**src/rtl/shift_frame_pkg.sv**
```systemverilog
// Shared types for the shift_frame serial/parallel framer.
// SHIFT_FRAME_PARITY_EN adds a trailing even-parity bit to each frame.
package shift_frame_pkg;

  typedef enum logic {S_EMPTY, S_FULL} out_state_t;
  typedef enum logic {ORD_LSB, ORD_MSB} bit_order_t;

  // Serial bits per frame, including the parity bit when enabled
  function automatic int frame_len(input int size);
`ifdef SHIFT_FRAME_PARITY_EN
    return size + 1;
`else
    return size;
`endif
  endfunction

endpackage

```
**src/rtl/frame_bit_counter.sv**
```systemverilog
// Bit counter that frames serial words and pulses wrap on the last bit.
// Frame length grows by one bit under SHIFT_FRAME_PARITY_EN.
module frame_bit_counter
  import shift_frame_pkg::*;
#(
  parameter int SIZE  = 8,
  parameter int CNT_W = $clog2(frame_len(SIZE) + 1)
) (
  input  logic             clk,
  input  logic             rst_n,
  input  logic             en,
  input  logic             load,
  output logic [CNT_W-1:0] cnt,
  output logic             wrap
);

  localparam logic [CNT_W-1:0] LAST = CNT_W'(frame_len(SIZE) - 1);

  assign wrap = en && !load && (cnt == LAST);

  always_ff @(posedge clk or negedge rst_n) begin
    if (!rst_n) begin
      cnt <= '0;
    end else if (load) begin
      cnt <= '0;
    end else if (en) begin
      cnt <= wrap ? '0 : cnt + 1'b1;
    end
  end

endmodule

```
**src/rtl/shift_frame.sv**
```systemverilog
// Framed shift register with bit-order select, parallel load and handshaked output.
// SHIFT_FRAME_PARITY_EN: frame carries a trailing even-parity bit, reported on PAR_ERR.
module shift_frame
  import shift_frame_pkg::*;
#(
  parameter int SIZE  = 8,
  parameter int CNT_W = $clog2(frame_len(SIZE) + 1)
) (
  input  logic             CLK,
  input  logic             RESET,
  input  logic             EN,
  input  logic             IN,
  input  logic             MSB_FIRST,
  input  logic             LOAD,
  input  logic [SIZE-1:0]  LOAD_DATA,
  input  logic             CLR_OVR,
  output logic             SOUT,
  output logic [CNT_W-1:0] BIT_CNT,
  output logic [SIZE-1:0]  OUT,
  output logic             OUT_VALID,
  input  logic             OUT_READY,
  output logic             OVERRUN
`ifdef SHIFT_FRAME_PARITY_EN
  ,
  output logic             PAR_ERR
`endif
);

  out_state_t      state, state_nxt;
  bit_order_t      order, ord_eff;
  logic [SIZE-1:0] sreg, shifted, frame;
  logic            wrap, first, shift;
  logic            out_load, ovr_set;

  frame_bit_counter #(
    .SIZE  (SIZE),
    .CNT_W (CNT_W)
  ) u_cnt (
    .clk   (CLK),
    .rst_n (RESET),
    .en    (EN),
    .load  (LOAD),
    .cnt   (BIT_CNT),
    .wrap  (wrap)
  );

  // First bit of a frame already shifts in the newly sampled order
  assign first   = EN && (BIT_CNT == '0);
  assign ord_eff = (LOAD || first) ? bit_order_t'(MSB_FIRST) : order;
  assign shifted = (ord_eff == ORD_MSB) ? {sreg[SIZE-2:0], IN}
                                        : {IN, sreg[SIZE-1:1]};
  assign SOUT      = (order == ORD_MSB) ? sreg[SIZE-1] : sreg[0];
  assign OUT_VALID = (state == S_FULL);

`ifdef SHIFT_FRAME_PARITY_EN
  logic par_calc;
  assign shift    = EN && !LOAD && (BIT_CNT != CNT_W'(SIZE));
  assign frame    = sreg;
  assign par_calc = ^{sreg, IN};
`else
  assign shift = EN && !LOAD;
  assign frame = shifted;
`endif

  always_ff @(posedge CLK or negedge RESET) begin
    if (!RESET) begin
      sreg  <= '0;
      order <= ORD_LSB;
    end else begin
      if (LOAD) sreg <= LOAD_DATA;
      else if (shift) sreg <= shifted;
      if (LOAD || first) order <= ord_eff;
    end
  end

  always_comb begin
    state_nxt = state;
    out_load  = 1'b0;
    ovr_set   = 1'b0;
    unique case (state)
      S_EMPTY: begin
        if (wrap) begin
          out_load  = 1'b1;
          state_nxt = S_FULL;
        end
      end
      S_FULL: begin
        if (wrap) begin
          if (OUT_READY) out_load = 1'b1;
          else ovr_set = 1'b1;
        end else if (OUT_READY) begin
          state_nxt = S_EMPTY;
        end
      end
      default: state_nxt = S_EMPTY;
    endcase
  end

  always_ff @(posedge CLK or negedge RESET) begin
    if (!RESET) begin
      state   <= S_EMPTY;
      OUT     <= '0;
      OVERRUN <= 1'b0;
    end else begin
      state <= state_nxt;
      if (out_load) OUT <= frame;
      if (ovr_set) OVERRUN <= 1'b1;
      else if (CLR_OVR) OVERRUN <= 1'b0;
    end
  end

`ifdef SHIFT_FRAME_PARITY_EN
  always_ff @(posedge CLK or negedge RESET) begin
    if (!RESET) PAR_ERR <= 1'b0;
    else if (out_load) PAR_ERR <= par_calc;
  end
`endif

endmodule

```
**config.mk**
```make
export PLATFORM = sky130hd
export DESIGN_NAME = shift_frame
export DESIGN_NICKNAME = d
export VERILOG_FILES = /design/src/rtl/shift_frame_pkg.sv /design/src/rtl/frame_bit_counter.sv /design/src/rtl/shift_frame.sv
export SDC_FILE = /design/constraint.sdc
export NUM_CORES = 1
export LEC_CHECK = 0
export CAP_MARGIN = 30
export CELL_PAD_IN_SITES_DETAIL_PLACEMENT = 0
export CELL_PAD_IN_SITES_GLOBAL_PLACEMENT = 1
export CORE_ASPECT_RATIO = 1.4
export CORE_MARGIN = 4
export CORE_UTILIZATION = 39
export DETAILED_ROUTE_END_ITERATION = 12
export PLACE_DENSITY_LB_ADDON = 0.2
export SYNTH_ARGS = -nofsm -noshare
export SYNTH_HDL_FRONTEND = slang
export SYNTH_HIERARCHICAL = 1
export SYNTH_SLANG_ARGS = --single-unit
```
**constraint.sdc**
```tcl
create_clock -name CLK -period 3.1 [get_ports CLK]
set_input_delay 0.62 -clock CLK [delete_from_list [all_inputs] [get_ports CLK]]
set_output_delay 0.62 -clock CLK [all_outputs]
set_load 0.01 [all_outputs]
```
==> impl_metrics.py, run 1 <==
metrics = {
    "synth": {
        "yosysSeqAreaShare_pct": 50.9,
        "ys_ff_latch": 23,
        "postSynth.topFlopCell": "dfrtp_1",
        "synthArstFlopShare_pct": 100,
        "synth.cell_area_um2": 1130,
        "syn_nets": 121,
        "synth_enable_flop_cells": 0,
        "postSynthAreaPerCell_um2": 10.9,
        "synth_cells": 104,
        "ys.warnings.count": 6,
        "synthDistinctLibCells": 28,
    },
    "cells_and_area": {
        "syn_to_final_growth_pct": 32.4,
        "finish.cell_count_without_fillers": 172,
        "number_of_filler_instances_in_the_final_layout": 272,
        "fin_nets": 154,
        "post_route_cells_drive_above_1_share_pct": 10.3,
        "antenna-diode-count": 0,
    },
    "worst_setup_path": {
        "cp-start-kind": "register",
        "worst-endpoint-required_ns": 2.48,
        "worstPathArrival_ns": 1.56,
        "timing.reg2reg.worst_path_depth": 6,
        "timing_worst_setup_path_type": "reg -> out",
        "r2r_endpoint": "OUT[7]",
        "path_max_fanout": 2,
        "timing.rr.start": "u_cnt/cnt[0]",
        "setup.reg_to_reg.worst_slack_ns": 1.15,
        "worstSetupEndpointType": "output port",
    },
    "clock_tree": {
        "clock_tree.htree_level_count": 1,
        "cts.repair.resized": 0,
        "cts-root-buf": "clkbuf_4",
        "tritoncts_clock_tree": "built",
        "clk-insertion-delay-late_ns": 0.31,
        "cts_buffer_depth": 2,
        "post-cts-setup-buffers": 0,
        "cts_made_buffers": 3,
        "clkTransAtPathRegs_ns": 0.12,
        "clock-sinks": 23,
        "ctsHoldBuffers": 0,
    },
    "floorplan": {
        "chipWidth_um": 53.5,
        "fp.dieArea_um2": 3830,
        "dieHeight_um": 71.7,
        "ioPinCount": 31,
        "floorplan.rows": 22,
        "start_util_pct": 41.9,
        "core_region_area_um2": 2700,
    },
    "detailed_routing": {
        "drt_iter0_markers": 30,
        "route.detailed.wl_per_inst_um": 14.9,
        "route.detailed.drc": 0,
        "vias": 887,
        "drtAntennaViolNets": 0,
        "via_per_inst": 5.16,
        "finalWirelength_mm": 2.57,
        "drt_first_pass_iters": 4,
    },
    "timing": {
        "timing_limited_maximum_frequency_mhz": 460,
        "timing.final.crit_share_pct": 70.2,
        "setup_total_negative_slack_ns": 0,
        "clock_skew_ns": 0.00227,
        "final_max_slew_viol_count": 0,
        "period_minus_slack_ns": 2.18,
        "rsz0062_at_grt": "false",
        "timing.final.hold_violations": 0,
        "slew_headroom_pct": 63.6,
        "setup_viol": 0,
        "worst_pin_slew_ns": 0.547,
    },
    "global_routing": {
        "grt_pass1_wl_mm": 4.40,
        "overflow": 0,
        "grt.total_usage_pct": 15.6,
        "grt_pass1_vias": 939,
        "largest_net_degree_at_the_start_of_global_routing": 25,
        "antenna_violations_before_repair": 0,
    },
    "power": {
        "vdd_ir_drop_max_mv": 0.247,
        "p_leak_uw": 0.000640,
        "power-per-cell-area_nw_per_um2": 406,
    },
    "placed_design": {
        "post-dp-hpwl_mm": 1.92,
        "globalplace.congestion": 0.725,
        "numPlacedInstances": 168,
        "io_buffer_count": 30,
    },
    "job": {
        "maxCapViolations": 0,
    },
    "worst_hold_path": {
        "holdPathEnd": "OUT_VALID",
        "hold_path.class": "reg -> reg",
        "min_from": "OUT_VALID",
        "min_delay_path_depth": 2,
    },
    "outcome": {
        "run_status": "finished, final reports clean",
    },
}
cell usage in the layout, fill, tap and decap left out, drive strengths merged, types with 2 or more instances in the layout:
cell type / netlist / layout
mux2: 2 / 2
clkdlybuf4s50: 0 / 30
nand2b: 2 / 2
buf: 3 / 3
inv: 3 / 3
mux2i: 10 / 10
o21ai: 8 / 8
dfrtp: 23 / 23
clkbuf: 2 / 4
nor2: 12 / 12
a21oi: 17 / 17
nand3b: 2 / 2
nor3b: 10 / 10
registers in the layout (all words and copies together), names as in the netlist:
register / cells
u_cnt/cnt: 4
OVERRUN: 1
sreg: 8
OUT: 8
OUT_VALID: 1
order: 1
kinds of logic after synthesis:
logic type / after synthesis / synth area share, %
AOI/OAI and AO/OA: 29 / 15.2
adders and majority gates: 1 / 1.11
muxes: 12 / 12.3
buffers and inverters: 8 / 3.43
DFF: 23 / 50.9
and+or+nand+nor: 31 / 17.1
through the flow:
step | power [uW] | worst slack [ns] | utilization, % | hold slack, ns | area, um^2
5_1_grt | 644 | 0.769 | 55.5 | 0.577 | 1500
3_5_place_dp | 476 | 0.590 | 54.5 | 0.522 | 1470
3_3_place_gp | 474 | 0.651 | 54.5 | 0.515 | 1470
2_1_floorplan | 411 | 1.23 | - | 0.324 | 1130
6_report | 608 | 0.924 | 55.5 | 0.547 | 1500
4_1_cts | 617 | 0.899 | 55.5 | 0.553 | 1500
Yosys cell counts, types with 2 or more instances:
master / n / area share (%)
dfrtp_1: 23 / 51
a21oi_1: 17 / 7.5
nor2_1: 10 / 3.3
nor3b_1: 10 / 6.6
mux2i_1: 9 / 8.0
o21ai_1: 8 / 3.5
inv_1: 3 / 1.0
clkbuf_1: 2 / 0.66
nand2b_1: 2 / 1.1
nand3b_1: 2 / 1.3
worst max-delay path: stages, from the launching register on:
cell and delay, ns:
dfrtp_1 0.41, mux2_2 0.35, clkdlybuf4s50_1 0.48
power by group:
group | internal, uW | switching, uW | total (uW) | leakage, uW
Combinational | 70.5 | 58.1 | 129 | 0.000329
Sequential | 321 | 19.4 | 340 | 0.000297
Clock | 50.3 | 88.7 | 139 | 0.0000150
Total | 442 | 166 | 608 | 0.000640
cell type report:
cell class	instances	area [um^2]	share of cell area [%]
Sequential cell	23	576	38.5
Inverter	3	11.3	0.753
Clock buffer	4	26.3	1.76
Multi-Input combinational cell	73	515	34.4
Tap cell	36	45.0	3.01
Timing Repair Buffer	33	323	21.6
how the worst max path moves through the flow:
| stage | from | endpoint | slack [ns] | depth (start not counted) |
|---|---|---|---|---|
| after floorplan | u_cnt/cnt[0] | OUT[6] | 1.23 | 8 |
| after global placement | EN | OUT[0] | 0.65 | 6 |
| after detailed placement | EN | OUT[7] | 0.59 | 6 |
| after CTS | order | SOUT | 0.90 | 2 |
| after global routing | EN | OUT[0] | 0.77 | 6 |
| final | order | SOUT | 0.92 | 2 |
metal layers:
metal,up-vias,track usage [%],routed length [um]
met5,-,0,0
met4,0,5.11,27
met3,2,2.49,115
met2,20,27.6,1390
met1,430,18.6,1040
li1,435,-,-
(Power assumes the default switching activity.)
==> run 2: changes to the inputs <==
--- a/config.mk
+++ b/config.mk
@@ -10,7 +10,7 @@
 export CELL_PAD_IN_SITES_GLOBAL_PLACEMENT = 1
 export CORE_ASPECT_RATIO = 1.4
 export CORE_MARGIN = 4
-export CORE_UTILIZATION = 39
+export CORE_UTILIZATION = 32
 export DETAILED_ROUTE_END_ITERATION = 12
 export PLACE_DENSITY_LB_ADDON = 0.2
 export SYNTH_ARGS = -nofsm -noshare
==> constraint.sdc (replaced) <==
create_clock -name CLK -period 1.86 [get_ports CLK]
set_input_delay 0.372 -clock CLK [delete_from_list [all_inputs] [get_ports CLK]]
set_output_delay 0.372 -clock CLK [all_outputs]
set_load 0.01 [all_outputs]
==> run 2 against run 1 <==
Effect of this change:
- largest power group unchanged
- critical path type is now in -> reg
- highest routed layer unchanged
- via count up 2.1%
- register-to-register slack worse by 0.99 ns
- sequential power up 66%
- non-clock buffer count up 5
- combinational power up 82%
- critical path depth up 4
- routed wire length up 5.7%
==> impl_metrics.py, run 2 (same netlist as run 1, synthesis figures left out) <==
metrics = {
    "timing": {
        "timing_limited_maximum_frequency_mhz": 581,
        "timing.final.crit_share_pct": 92.5,
        "setup_total_negative_slack_ns": 0,
        "final_max_slew_viol_count": 0,
        "setup_viol": 0,
        "worst_pin_slew_ns": 0.345,
        "clock_skew_ns": 0.00293,
        "rsz0062_at_grt": "false",
        "slew_headroom_pct": 77.0,
        "period_minus_slack_ns": 1.72,
        "fin_ws_ns": 0.140,
        "timing.final.hold_violations": 0,
    },
    "cells_and_area": {
        "layout.cells.most_common": "clkdlybuf4s50_1",
        "fin_nets": 159,
        "stdcell_area_um2": 1590,
        "regs_by_ff_count": "OUT (8), sreg (8), u_cnt/cnt (4)",
        "post_route_cells_drive_above_1_share_pct": 14.9,
        "layout_common_cells": "clkdlybuf4s50_1 (29), dfrtp_1 (22), a21oi_1 (17)",
        "antenna-diode-count": 0,
        "finish.cell_count_without_fillers": 181,
        "syn_to_final_growth_pct": 40.9,
        "number_of_filler_instances_in_the_final_layout": 339,
    },
    "worst_setup_path": {
        "setup.reg_to_reg.worst_slack_ns": 0.16,
        "r2r_endpoint": "OUT[0]",
        "path_max_fanout": 9,
        "timing_worst_setup_path_type": "in -> reg",
        "timing.rr.start": "u_cnt/cnt[2]",
        "worstPathArrival_ns": 1.86,
        "cp-start-kind": "input port",
        "worst-endpoint-required_ns": 2.00,
        "timing.reg2reg.worst_path_depth": 6,
        "worstSetupEndpointType": "register",
    },
    "clock_tree": {
        "cts_made_buffers": 3,
        "clk-insertion-delay-late_ns": 0.26,
        "clock_tree.htree_level_count": 1,
        "cts-root-buf": "clkbuf_8",
        "cts_buffer_depth": 2,
        "clkTransAtPathRegs_ns": 0.08,
        "clock-sinks": 23,
        "tritoncts_clock_tree": "built",
        "ctsHoldBuffers": 0,
    },
    "detailed_routing": {
        "route.detailed.wl_per_inst_um": 15.0,
        "wl_met1_mm": 1.10,
        "drt_first_pass_iters": 4,
        "vias": 906,
        "route.detailed.drc": 0,
        "finalWirelength_mm": 2.71,
        "via_per_inst": 5.01,
        "wire_length_on_met3_um": 124,
        "detailroute.wirelength.met2_mm": 1.46,
        "drtAntennaViolNets": 0,
        "route.top_layer_used": "met4",
        "drt_iter0_markers": 17,
    },
    "placed_design": {
        "globalplace.congestion": 0.739,
        "placement_setup_slack_ns": -0.179,
        "post-dp-hpwl_mm": 2.02,
        "post_dp_cell_area_um2": 1530,
        "numPlacedInstances": 176,
        "io_buffer_count": 30,
    },
    "floorplan": {
        "dieHeight_um": 78.3,
        "ioPinCount": 31,
        "chipWidth_um": 58.2,
        "floorplan.rows": 25,
        "core_region_area_um2": 3380,
        "fp.dieArea_um2": 4560,
        "start_util_pct": 33.4,
    },
    "worst_hold_path": {
        "hold_path.class": "in -> async",
    },
    "global_routing": {
        "grt_pass1_vias": 955,
        "largest_net_degree_at_the_start_of_global_routing": 24,
        "grt.total_usage_pct": 13.3,
        "overflow": 0,
        "antenna_violations_before_repair": 0,
        "grt_pass1_wl_mm": 4.64,
    },
    "power": {
        "report.power.total_uw": 1100,
        "p_leak_uw": 0.000691,
        "vdd_ir_drop_max_mv": 0.302,
        "power-per-cell-area_nw_per_um2": 693,
    },
    "job": {
        "maxCapViolations": 0,
    },
    "outcome": {
        "run_status": "finished, final reports clean",
    },
}
[run 2: layout make-up]
class                           count  area (um^2)  share of cell area, %
Sequential cell                    23          577                   36.2
Multi-Input combinational cell     73          520                   32.7
Timing Repair Buffer               38          388                   24.4
Tap cell                           40         50.0                   3.14
Clock buffer                        4         45.0                   2.83
Inverter                            3         11.3                  0.708
[run 2: routing by layer]
layer	GRT usage (%)	up-vias
met5	0	-
met4	4.87	0
met3	2.80	4
met2	22.4	19
met1	16.4	441
li1	-	442
[run 2: power by group]
part | leakage (uW) | switching [uW] | total (uW) | internal (uW)
Sequential | 0.000296 | 29.9 | 565 | 535
Clock | 0.0000228 | 151 | 303 | 153
Combinational | 0.000373 | 104 | 235 | 132
[run 2: how the worst max path moves through the flow]
stage / slack [ns] / end / depth (start not counted) / start
after floorplan: 0.07 / OUT[6] / 8 / u_cnt/cnt[0]
after global placement: -0.15 / OUT[0] / 6 / LOAD
after detailed placement: -0.18 / OUT[0] / 6 / LOAD
after CTS: 0.04 / SOUT / 2 / order
after global routing: 0.05 / OUT[6] / 7 / u_cnt/cnt[1]
final: 0.14 / OUT[0] / 6 / LOAD
[run 2: per-stage QoR]
step,utilization [%],hold slack [ns]
2_1_floorplan,-,0.0764
3_3_place_gp,45.3,0.511
3_5_place_dp,45.3,0.520
4_1_cts,46.9,0.475
5_1_grt,47.1,0.495
6_report,47.1,0.465
[run 2: repair_timing]
action / 4_1_cts / 5_1_grt
resized for setup: 0 / 3
setup buffers: 1 / 0
endpoints found under the setup margin: 1 / 9
hold endpoints to repair: 0 / 0
[run 2: critical path: stages]
cell	delay, ns
clkdlybuf4s50_1	0.46
a31oi_4	0.20
mux2i_4	0.27
buf_12	0.16
mux2i_1	0.29
a21oi_1	0.11
==> run 3: changes to the inputs <==
==> constraint.sdc (replaced) <==
create_clock -name CLK -period 1.47 [get_ports CLK]
set_input_delay 0.294 -clock CLK [delete_from_list [all_inputs] [get_ports CLK]]
set_output_delay 0.294 -clock CLK [all_outputs]
set_load 0.01 [all_outputs]
==> run 3 against run 2 <==
Effect of this change:
- total power is 34% higher
- register-to-register slack lost 0.28 ns
- critical path type is now reg -> reg
- flip-flop and latch count stayed put
- largest power group unchanged
- non-clock buffer count up 15
- the run now ends with negative setup slack left
- count of clock-buffer cells in the layout did not move
==> impl_metrics.py, run 3 (same netlist as run 1, synthesis figures left out) <==
metrics = {
    "cells_and_area": {
        "layout_common_cells": "dfrtp_1 (19), buf_4 (19), a21oi_1 (15), clkdlybuf4s50_1 (15), nor2_1 (10)",
        "syn_to_final_growth_pct": 59.7,
        "antenna-diode-count": 0,
        "fin_nets": 174,
        "regs_by_ff_count": "OUT (8), sreg (8), u_cnt/cnt (4)",
        "post_route_cells_drive_above_1_share_pct": 32.7,
    },
    "timing": {
        "timing.final.hold_violations": 0,
        "final_max_slew_viol_count": 0,
        "period_minus_slack_ns": 1.59,
        "timing_limited_maximum_frequency_mhz": 629,
        "slew_headroom_pct": 80.2,
        "setup_viol": 16,
        "timing.hold.ws_ns": 0.393,
        "fin_ws_ns": -0.120,
        "rsz0062_at_grt": "true",
        "setup_total_negative_slack_ns": -1.55,
        "timing.final.crit_share_pct": 108,
        "clock_skew_ns": 0.000927,
        "worst_pin_slew_ns": 0.298,
    },
    "outcome": {
        "failed_checks": "negative setup slack",
        "run_status": "finished, violations left",
    },
    "detailed_routing": {
        "route.detailed.wl_per_inst_um": 14.1,
        "finalWirelength_mm": 2.77,
        "vias": 958,
        "via_per_inst": 4.89,
        "drtAntennaViolNets": 0,
        "drt_iter0_markers": 19,
        "route.detailed.drc": 0,
        "drt_first_pass_iters": 4,
    },
    "global_routing": {
        "overflow": 0,
        "grt_pass1_vias": 1035,
        "grt_pass1_wl_mm": 4.67,
        "largest_net_degree_at_the_start_of_global_routing": 25,
        "antenna_violations_before_repair": 0,
        "grt.total_usage_pct": 13.3,
    },
    "floorplan": {
        "ioPinCount": 31,
        "dieHeight_um": 78.3,
        "core_region_area_um2": 3380,
        "fp.dieArea_um2": 4560,
        "chipWidth_um": 58.2,
        "start_util_pct": 33.4,
        "floorplan.rows": 25,
    },
    "placed_design": {
        "globalplace.congestion": 0.765,
        "placement_setup_slack_ns": -0.477,
        "post-dp-hpwl_mm": 2.07,
        "io_buffer_count": 30,
    },
    "power": {
        "power-per-cell-area_nw_per_um2": 819,
        "p_leak_uw": 0.000891,
        "vdd_ir_drop_max_mv": 0.502,
        "report.power.total_uw": 1480,
    },
    "clock_tree": {
        "tritoncts_clock_tree": "built",
        "ctsHoldBuffers": 0,
        "clkTransAtPathRegs_ns": 0.07,
        "clock_tree.htree_level_count": 1,
        "cts_made_buffers": 3,
        "cts-root-buf": "clkbuf_8",
        "cts_buffer_depth": 2,
        "clock-sinks": 23,
        "clk-insertion-delay-late_ns": 0.25,
    },
    "worst_setup_path": {
        "path_max_fanout": 5,
        "timing_worst_setup_path_type": "reg -> reg",
        "cp-start-kind": "register",
        "worstPathArrival_ns": 1.73,
        "worstSetupEndpointType": "register",
        "worst-endpoint-required_ns": 1.61,
    },
    "worst_hold_path": {
        "hold_path.class": "in -> async",
    },
    "job": {
        "maxCapViolations": 0,
    },
}
-- run 3: cell count changes in the layout (fill, tap and decap cells not counted), moves of 3 or more --
cell,change
clkdlybuf4s50_1,-14
buf_4,+13
dlymetal6s2s_1,+7
dlygate4sd2_1,+6
mux2i_1,-6
mux2i_4,+5
buf_6,+3
dfrtp_1,-3
dfrtp_2,+3
-- run 3: per-layer routing --
metal | part of all wire [%] | track usage (%) | up-vias
met2 | 56 | 24.4 | 19
met3 | 4.4 | 2.30 | 2
li1 | - | - | 477
met1 | 39 | 15.2 | 460
met4 | 0.54 | 4.18 | 0
met5 | 0 | 0 | -
-- run 3: worst paths after layout --
path | slack (ns) | cells past startpoint | start | end
min in group CLK | 0.52 | 2 | OUT[5] | OUT[5]
max in group asynchronous | 0.83 | 2 | RESET | u_cnt/cnt[0]
max | -0.12 | 6 | u_cnt/cnt[2] | OUT[7]
min reg2reg | 0.52 | 2 | OUT[5] | OUT[5]
min | 0.39 | 2 | RESET | sreg[6]
max reg2reg | -0.12 | 6 | u_cnt/cnt[2] | OUT[7]
-- run 3: area by class of cell --
type	count	area (um^2)
Clock buffer	4	45.0
Fill cell	310	1570
Inverter	3	11.3
Multi-Input combinational cell	73	613
Sequential cell	23	581
Tap cell	40	50.0
Timing Repair Buffer	53	504
-- run 3: through the flow --
| stage | utilization (%) | std cells | area [um^2] |
|---|---|---|---|
| 6_report | 53.4 | 196 | 1800 |
| 5_1_grt | 53.4 | 196 | 1800 |
| 4_1_cts | 52.1 | 195 | 1760 |
| 3_5_place_dp | 48.5 | 189 | 1640 |
| 3_3_place_gp | 48.5 | 189 | 1640 |
| 2_1_floorplan | - | 104 | 1160 |
-- run 3: report_power, final --
| part | total [uW] | switching, uW | internal [uW] |
|---|---|---|---|
| registers | 721 | 43.2 | 677 |
| clock network | 374 | 181 | 193 |
| logic | 384 | 164 | 220 |
| total | 1480 | 388 | 1090 |
-- run 3: critical path, cell delays in order, from the launching register on --
cell	delay [ns]
dfrtp_2	0.39
nor2_4	0.05
a31oi_4	0.21
mux2i_4	0.31
buf_6	0.19
mux2i_2	0.24
a21oi_1	0.09
-- run 3: timing repair --
action                                  4_1_cts  5_1_grt
buffers inserted                              2        1
cloned                                        0        0
endpoints found under the setup margin       21       24
pin swaps                                     3        1
resized for setup                            25       11
